<file path="config.mk">
export PLATFORM = sky130hd
export DESIGN_NAME = dense_neuron_mac
export DESIGN_NICKNAME = d
export VERILOG_FILES = /design/src/rtl/nn_fixed_pkg.sv /design/src/rtl/round_sat.sv /design/src/rtl/dense_neuron_mac.sv
export SDC_FILE = /design/constraint.sdc
export NUM_CORES = 1
export LEC_CHECK = 0
export CAP_MARGIN = 20
export CORE_ASPECT_RATIO = 1.1
export CORE_UTILIZATION = 60
export CTS_BUF_LIST = sky130_fd_sc_hd__clkbuf_4
export DETAILED_ROUTE_END_ITERATION = 16
export GPL_TIMING_DRIVEN = 0
export MAX_ROUTING_LAYER = met4
export PLACE_DENSITY = 0.89
export REMOVE_ABC_BUFFERS = 1
export SYNTH_ARGS = -nofsm -noshare
export SYNTH_HDL_FRONTEND = slang
export SYNTH_SLANG_ARGS = --single-unit
</file>
<file path="constraint.sdc">
create_clock -name clk -period 10.35 [get_ports clk]
set_clock_uncertainty 0.15 [all_clocks]
set_input_delay 3.105 -clock clk [delete_from_list [all_inputs] [get_ports clk]]
set_output_delay 3.105 -clock clk [all_outputs]
set_load 0.1 [all_outputs]
</file>
<file path="src/rtl/nn_fixed_pkg.sv">
// Shared Q5.10 fixed-point constants and the MAC state encoding.
// Used by dense_neuron_mac and by the later neuron stages.
package nn_fixed_pkg;

  localparam int DATA_W = 16;
  localparam int FRAC_W = 10;

  localparam logic [DATA_W-1:0] SAT_MAX = 16'h7FFF;
  localparam logic [DATA_W-1:0] SAT_MIN = 16'h8000;

  typedef enum logic [1:0] {
    ST_IDLE  = 2'd0,
    ST_ACCUM = 2'd1,
    ST_DRAIN = 2'd2,
    ST_DONE  = 2'd3
  } mac_state_t;

endpackage

</file>
<file path="src/rtl/round_sat.sv">
// Round-half-up an accumulator holding 2*FRAC_W fractional bits down to a
// FRAC_W-fraction word, clamping to SAT_MAX/SAT_MIN. Purely combinational.
module round_sat #(
  parameter int ACC_W  = 40,
  parameter int DATA_W = nn_fixed_pkg::DATA_W,
  parameter int FRAC_W = nn_fixed_pkg::FRAC_W
) (
  input  logic signed [ACC_W-1:0]  acc,
  output logic        [DATA_W-1:0] data,
  output logic                     sat
);
  import nn_fixed_pkg::*;

  localparam logic signed [ACC_W:0] HALF =
    {{(ACC_W-FRAC_W+1){1'b0}}, 1'b1, {(FRAC_W-1){1'b0}}};

  logic signed [ACC_W:0]    rounded;
  logic signed [ACC_W:0]    shifted;
  logic [ACC_W-DATA_W+1:0]  top;

  always_comb begin
    // One guard bit so adding the half-LSB can never wrap.
    rounded = {acc[ACC_W-1], acc} + HALF;
    shifted = rounded >>> FRAC_W;
    top     = shifted[ACC_W:DATA_W-1];
    sat     = !((&top) || !(|top));
    if (!sat)
      data = shifted[DATA_W-1:0];
    else if (shifted[ACC_W])
      data = SAT_MIN;
    else
      data = SAT_MAX;
  end

endmodule

</file>
<file path="src/rtl/dense_neuron_mac.sv">
// Single-neuron MAC: y = bias + sum(x[i]*w[i]) over N_INPUTS pairs, rounded and
// saturated to Q5.10. Define MAC_SAT_FLAG_EN to add the sat_flag output.
//
// state    | meaning
// ST_IDLE  | waiting for start; bias latched into acc when it arrives
// ST_ACCUM | accepting operand pairs, products folded one cycle behind
// ST_DRAIN | last product folding into acc, then result is rounded
// ST_DONE  | data_out valid, held until out_ready
module dense_neuron_mac #(
  parameter int N_INPUTS = 8,
  parameter int DATA_W   = nn_fixed_pkg::DATA_W,
  parameter int FRAC_W   = nn_fixed_pkg::FRAC_W,
  parameter int ACC_W    = 40
) (
  input  logic              clk,
  input  logic              reset,
  input  logic              start,
  input  logic [DATA_W-1:0] bias,
  input  logic              in_valid,
  output logic              in_ready,
  input  logic [DATA_W-1:0] x_in,
  input  logic [DATA_W-1:0] w_in,
  output logic              out_valid,
  input  logic              out_ready,
  output logic [DATA_W-1:0] data_out,
  output logic              busy
`ifdef MAC_SAT_FLAG_EN
  ,
  output logic              sat_flag
`endif
);
  import nn_fixed_pkg::*;

  localparam int CNT_W  = $clog2(N_INPUTS + 1);
  localparam int PROD_W = 2 * DATA_W;
  localparam logic [CNT_W-1:0] LAST = CNT_W'(N_INPUTS - 1);

  mac_state_t               state, state_nxt;
  logic signed [ACC_W-1:0]  acc;
  logic signed [ACC_W-1:0]  bias_aligned;
  logic signed [ACC_W-1:0]  p_ext;
  logic signed [PROD_W-1:0] p_q;
  logic signed [PROD_W-1:0] prod;
  logic                     p_vld;
  logic [CNT_W-1:0]         cnt;
  logic                     beat;
  logic                     load;
  logic                     take;
  logic [DATA_W-1:0]        rs_data;
  logic                     rs_sat;

  assign beat         = in_valid & in_ready;
  assign prod         = $signed(x_in) * $signed(w_in);
  assign p_ext        = {{(ACC_W-PROD_W){p_q[PROD_W-1]}}, p_q};
  assign bias_aligned = {{(ACC_W-DATA_W){bias[DATA_W-1]}}, bias} <<< FRAC_W;

  always_comb begin
    state_nxt = state;
    in_ready  = 1'b0;
    out_valid = 1'b0;
    busy      = 1'b1;
    load      = 1'b0;
    take      = 1'b0;
    unique case (state)
      ST_IDLE: begin
        busy = 1'b0;
        if (start) begin
          load      = 1'b1;
          state_nxt = ST_ACCUM;
        end
      end
      ST_ACCUM: begin
        in_ready = 1'b1;
        if (in_valid && cnt == LAST) state_nxt = ST_DRAIN;
      end
      // Stay until the product register is empty so acc is final when rounded.
      ST_DRAIN: begin
        if (!p_vld) begin
          take      = 1'b1;
          state_nxt = ST_DONE;
        end
      end
      ST_DONE: begin
        out_valid = 1'b1;
        if (out_ready) begin
          if (start) begin
            load      = 1'b1;
            state_nxt = ST_ACCUM;
          end else begin
            state_nxt = ST_IDLE;
          end
        end
      end
      default: state_nxt = ST_IDLE;
    endcase
  end

  always_ff @(posedge clk or posedge reset) begin
    if (reset) state <= ST_IDLE;
    else       state <= state_nxt;
  end

  always_ff @(posedge clk or posedge reset) begin
    if (reset) begin
      acc   <= '0;
      p_q   <= '0;
      p_vld <= 1'b0;
      cnt   <= '0;
    end else if (load) begin
      acc   <= bias_aligned;
      p_vld <= 1'b0;
      cnt   <= '0;
    end else begin
      if (p_vld) acc <= acc + p_ext;
      p_vld <= beat;
      if (beat) begin
        p_q <= prod;
        cnt <= cnt + 1'b1;
      end
    end
  end

  round_sat #(
    .ACC_W (ACC_W),
    .DATA_W(DATA_W),
    .FRAC_W(FRAC_W)
  ) u_round_sat (
    .acc (acc),
    .data(rs_data),
    .sat (rs_sat)
  );

`ifdef MAC_SAT_FLAG_EN
  always_ff @(posedge clk or posedge reset) begin
    if (reset) begin
      data_out <= '0;
      sat_flag <= 1'b0;
    end else if (take) begin
      data_out <= rs_data;
      sat_flag <= rs_sat;
    end
  end
`else
  // Clamp indication has no consumer in this build.
  logic sat_unused;
  assign sat_unused = rs_sat;

  always_ff @(posedge clk or posedge reset) begin
    if (reset)     data_out <= '0;
    else if (take) data_out <= rs_data;
  end
`endif

endmodule

</file>
==> flow_summary.yaml <==
timing:
  grt_setup_unrepaired: "no"
  tightestPinTransition_ns: 0.983
  finalMaxSlewViolations: 0
  period_share: 0.943
  relSlewSlack: 0.342
  fmax_mhz: 102
  setup_viol: 0
  finalSetupTns_ns: 0
  finalHoldViolations: 0
  period_minus_slack_ns: 9.76
critical_path:
  cp-end-kind: "flip-flop"
  cp_max_fo: 16
  path_class: "in -> reg"
  path_common_cell: "fa_1"
  start_kind: "input port"
  slowest_delay_ns: 0.97
  slowest_stage: "fa_1"
  path_delay_family: "adder cells"
  worst_ep_required_time_ns: 10.53
  critical_path.cell_chain: "clkdlybuf4s50_1, nand2_1, inv_1, fa_1, fa_1, fa_1, fa_1, fa_1, inv_1, fa_1, inv_1, ha_1, a21o_1, a21o_1, a21o_1, a21oi_1, o211a_1, o21ai_0, a31oi_1, xnor2_1, o21ai_0"
  path_buf_inv: 4
  cp.arrival_ns: 9.94
detailed_routing:
  vias: 12687
  drc: 0
  viasPerCell: 5.77
  wirelength_um: 37500
  post_drt_wl_per_cell_um: 17.1
  drtIter0Drc: 772
  dr.pass1.iters: 5
  antenna_left: 0
cts:
  cts_buffers: 9
  ctsResizeCount: 0
  clock_latency_ns: 0.48
  root_buffer: "clkbuf_4"
  cts_hold_buffers: 0
  cts_buffer_depth: 2
  clkTransAtPathRegs_ns: 0.15
  cts_tree: "done"
  clock_sinks: 95
  h-tree-depth: 3
  post-cts-setup-buffer-count: 0
synth:
  seq_area_frac_synth: 0.146
  postSynthCellCount: 1820
  synth_edf_count: 0
  syn-cell-area_um2: 16300
  yosysTopAreaCell: "fa_1"
  netlist_top_cells_count: "304 x inv_1, 263 x fa_1, 231 x nand2_1"
  synth_async_sr_flop_share: 1.00
  ys_warn_count: 0
  netlist.area_leader.share: 0.322
  synth_ff_type: "dfrtp_1"
  yosys.cell_types.count: 80
  yosysMostFrequentCell: "inv_1"
  synth.area.top_cells: "fa_1 32%, dfrtp_1 15%, ha_1 9.8%, inv_1 7.0%, nand2_1 5.3%"
  synth.avg_cell_area_um2: 8.97
  ys_seq_elements: 95
die:
  start_util: 0.617
  core_um2: 26500
  num_rows: 62
  die_width_um: 159
  dieArea_um2: 27900
  die_h_um: 175
  io_pins: 72
final_layout:
  seqCellArea_um2: 2380
  multi_input_area_um2: 12500
  drive_above_1_share: 0.0325
  nNetsFinal: 2285
  syn2layout_area_growth_pct: 6.57
  num-fill-cells: 2045
status:
  status: "completed"
global_routing:
  grt_pass1_vias: 13527
  grt_max_degree: 55
  antenna_found_initial: 1
  gr-total-overflow: 0
  grt_pass1_wl_um: 63900
  track_usage: 0.292
place:
  hpwlAfterDp_um: 31000
  numPortBuffers: 71
  place.gp.congestion: 0.931
min_path:
  hold_path.class: "reg -> reg"
job:
  cap_viol_max_count: 0
## worst paths after layout
check / start / endpoint / cells after the start / slack (ns)
min reg2reg: p_q[9] / p_q[9] / 2 / 0.36
min: p_q[9] / p_q[9] / 2 / 0.36
max reg2reg: p_vld / data_out[11] / 4 / 6.35
max: w_in[1] / p_q[31] / 21 / 0.59
min in group asynchronous: reset / data_out[2] / 2 / 2.87
max in group asynchronous: reset / p_vld / 3 / 6.48
## flip-flops by register name, summed over array words and instances, names as in the netlist
register  cells
acc          40
cnt           4
data_out     16
p_q          32
p_vld         1
state         2
## stage by stage
step / utilization / worst slack [ns] / instances / hold slack [ns] / instance area, um^2
6_report: 0.658 / 0.590 / 2199 / 0.361 / 17400
5_1_grt: 0.658 / 0.232 / 2199 / 0.398 / 17400
4_1_cts: 0.658 / 0.603 / 2198 / 0.360 / 17400
3_5_place_dp: 0.653 / 0.121 / 2182 / 0.328 / 17300
3_3_place_gp: 0.650 / 0.182 / 2178 / 0.308 / 17200
2_1_floorplan: - / 1.67 / 1755 / 0.293 / 16100
## layout make-up
| class | count | share of cell area |
|---|---|---|
| Inverter | 306 | 0.0661 |
| Multi-Input combinational cell | 1354 | 0.720 |
| Sequential cell | 95 | 0.137 |
| Timing Repair Buffer | 75 | 0.0444 |
| Clock inverter | 7 | 0.00316 |
| Clock buffer | 9 | 0.00388 |
| Antenna cell | 1 | 0.000144 |
| Tap cell | 352 | 0.0253 |
## worst min-delay path, stage by stage, from the launching register on
cell and delay [ns]:
dfrtp_1 0.38, nand2_1 0.05, o21ai_0 0.06
## routing by layer
layer  GRT usage  routed length [um]  vias up
li1            -                   -     5859
met1       0.342               14700     6317
met2       0.538               20000      425
met3      0.0223                1910       86
met4      0.0849                 911        0
met5           -                   0        -
## logic make-up after synthesis
group / Yosys count / synth area share
simple gates: 539 / 0.163
fa+ha+maj: 391 / 0.420
buf+inv: 371 / 0.0874
compound gates: 316 / 0.123
flops: 95 / 0.146
xor+xnor: 92 / 0.0498
mux: 16 / 0.0101
## placed cells by master, fill, tap and decap left out, types with 5 or more instances in the layout
master and n:
nand4_1 5, clkdlybuf4s50_1 71, and3_1 6, nand2b_1 10
a21oi_1 102, xnor2_1 55, o21bai_1 9, o211ai_2 12
xor2_1 36, ha_1 128, o31ai_1 11, o211ai_1 11
fa_1 263, a21o_1 34, dfrtp_1 94, nand2_1 231
clkbuf_4 9, nor2_1 71, o21a_1 8, nand3_1 29
a31oi_1 10, and4_1 7, and2_1 126, mux2i_1 12
inv_1 303, nor3_1 14, o21ai_0 75, a211oi_1 11
Power is not shown: default switching activity piles up to over one toggle a cycle in this logic, so the estimate is an artifact.
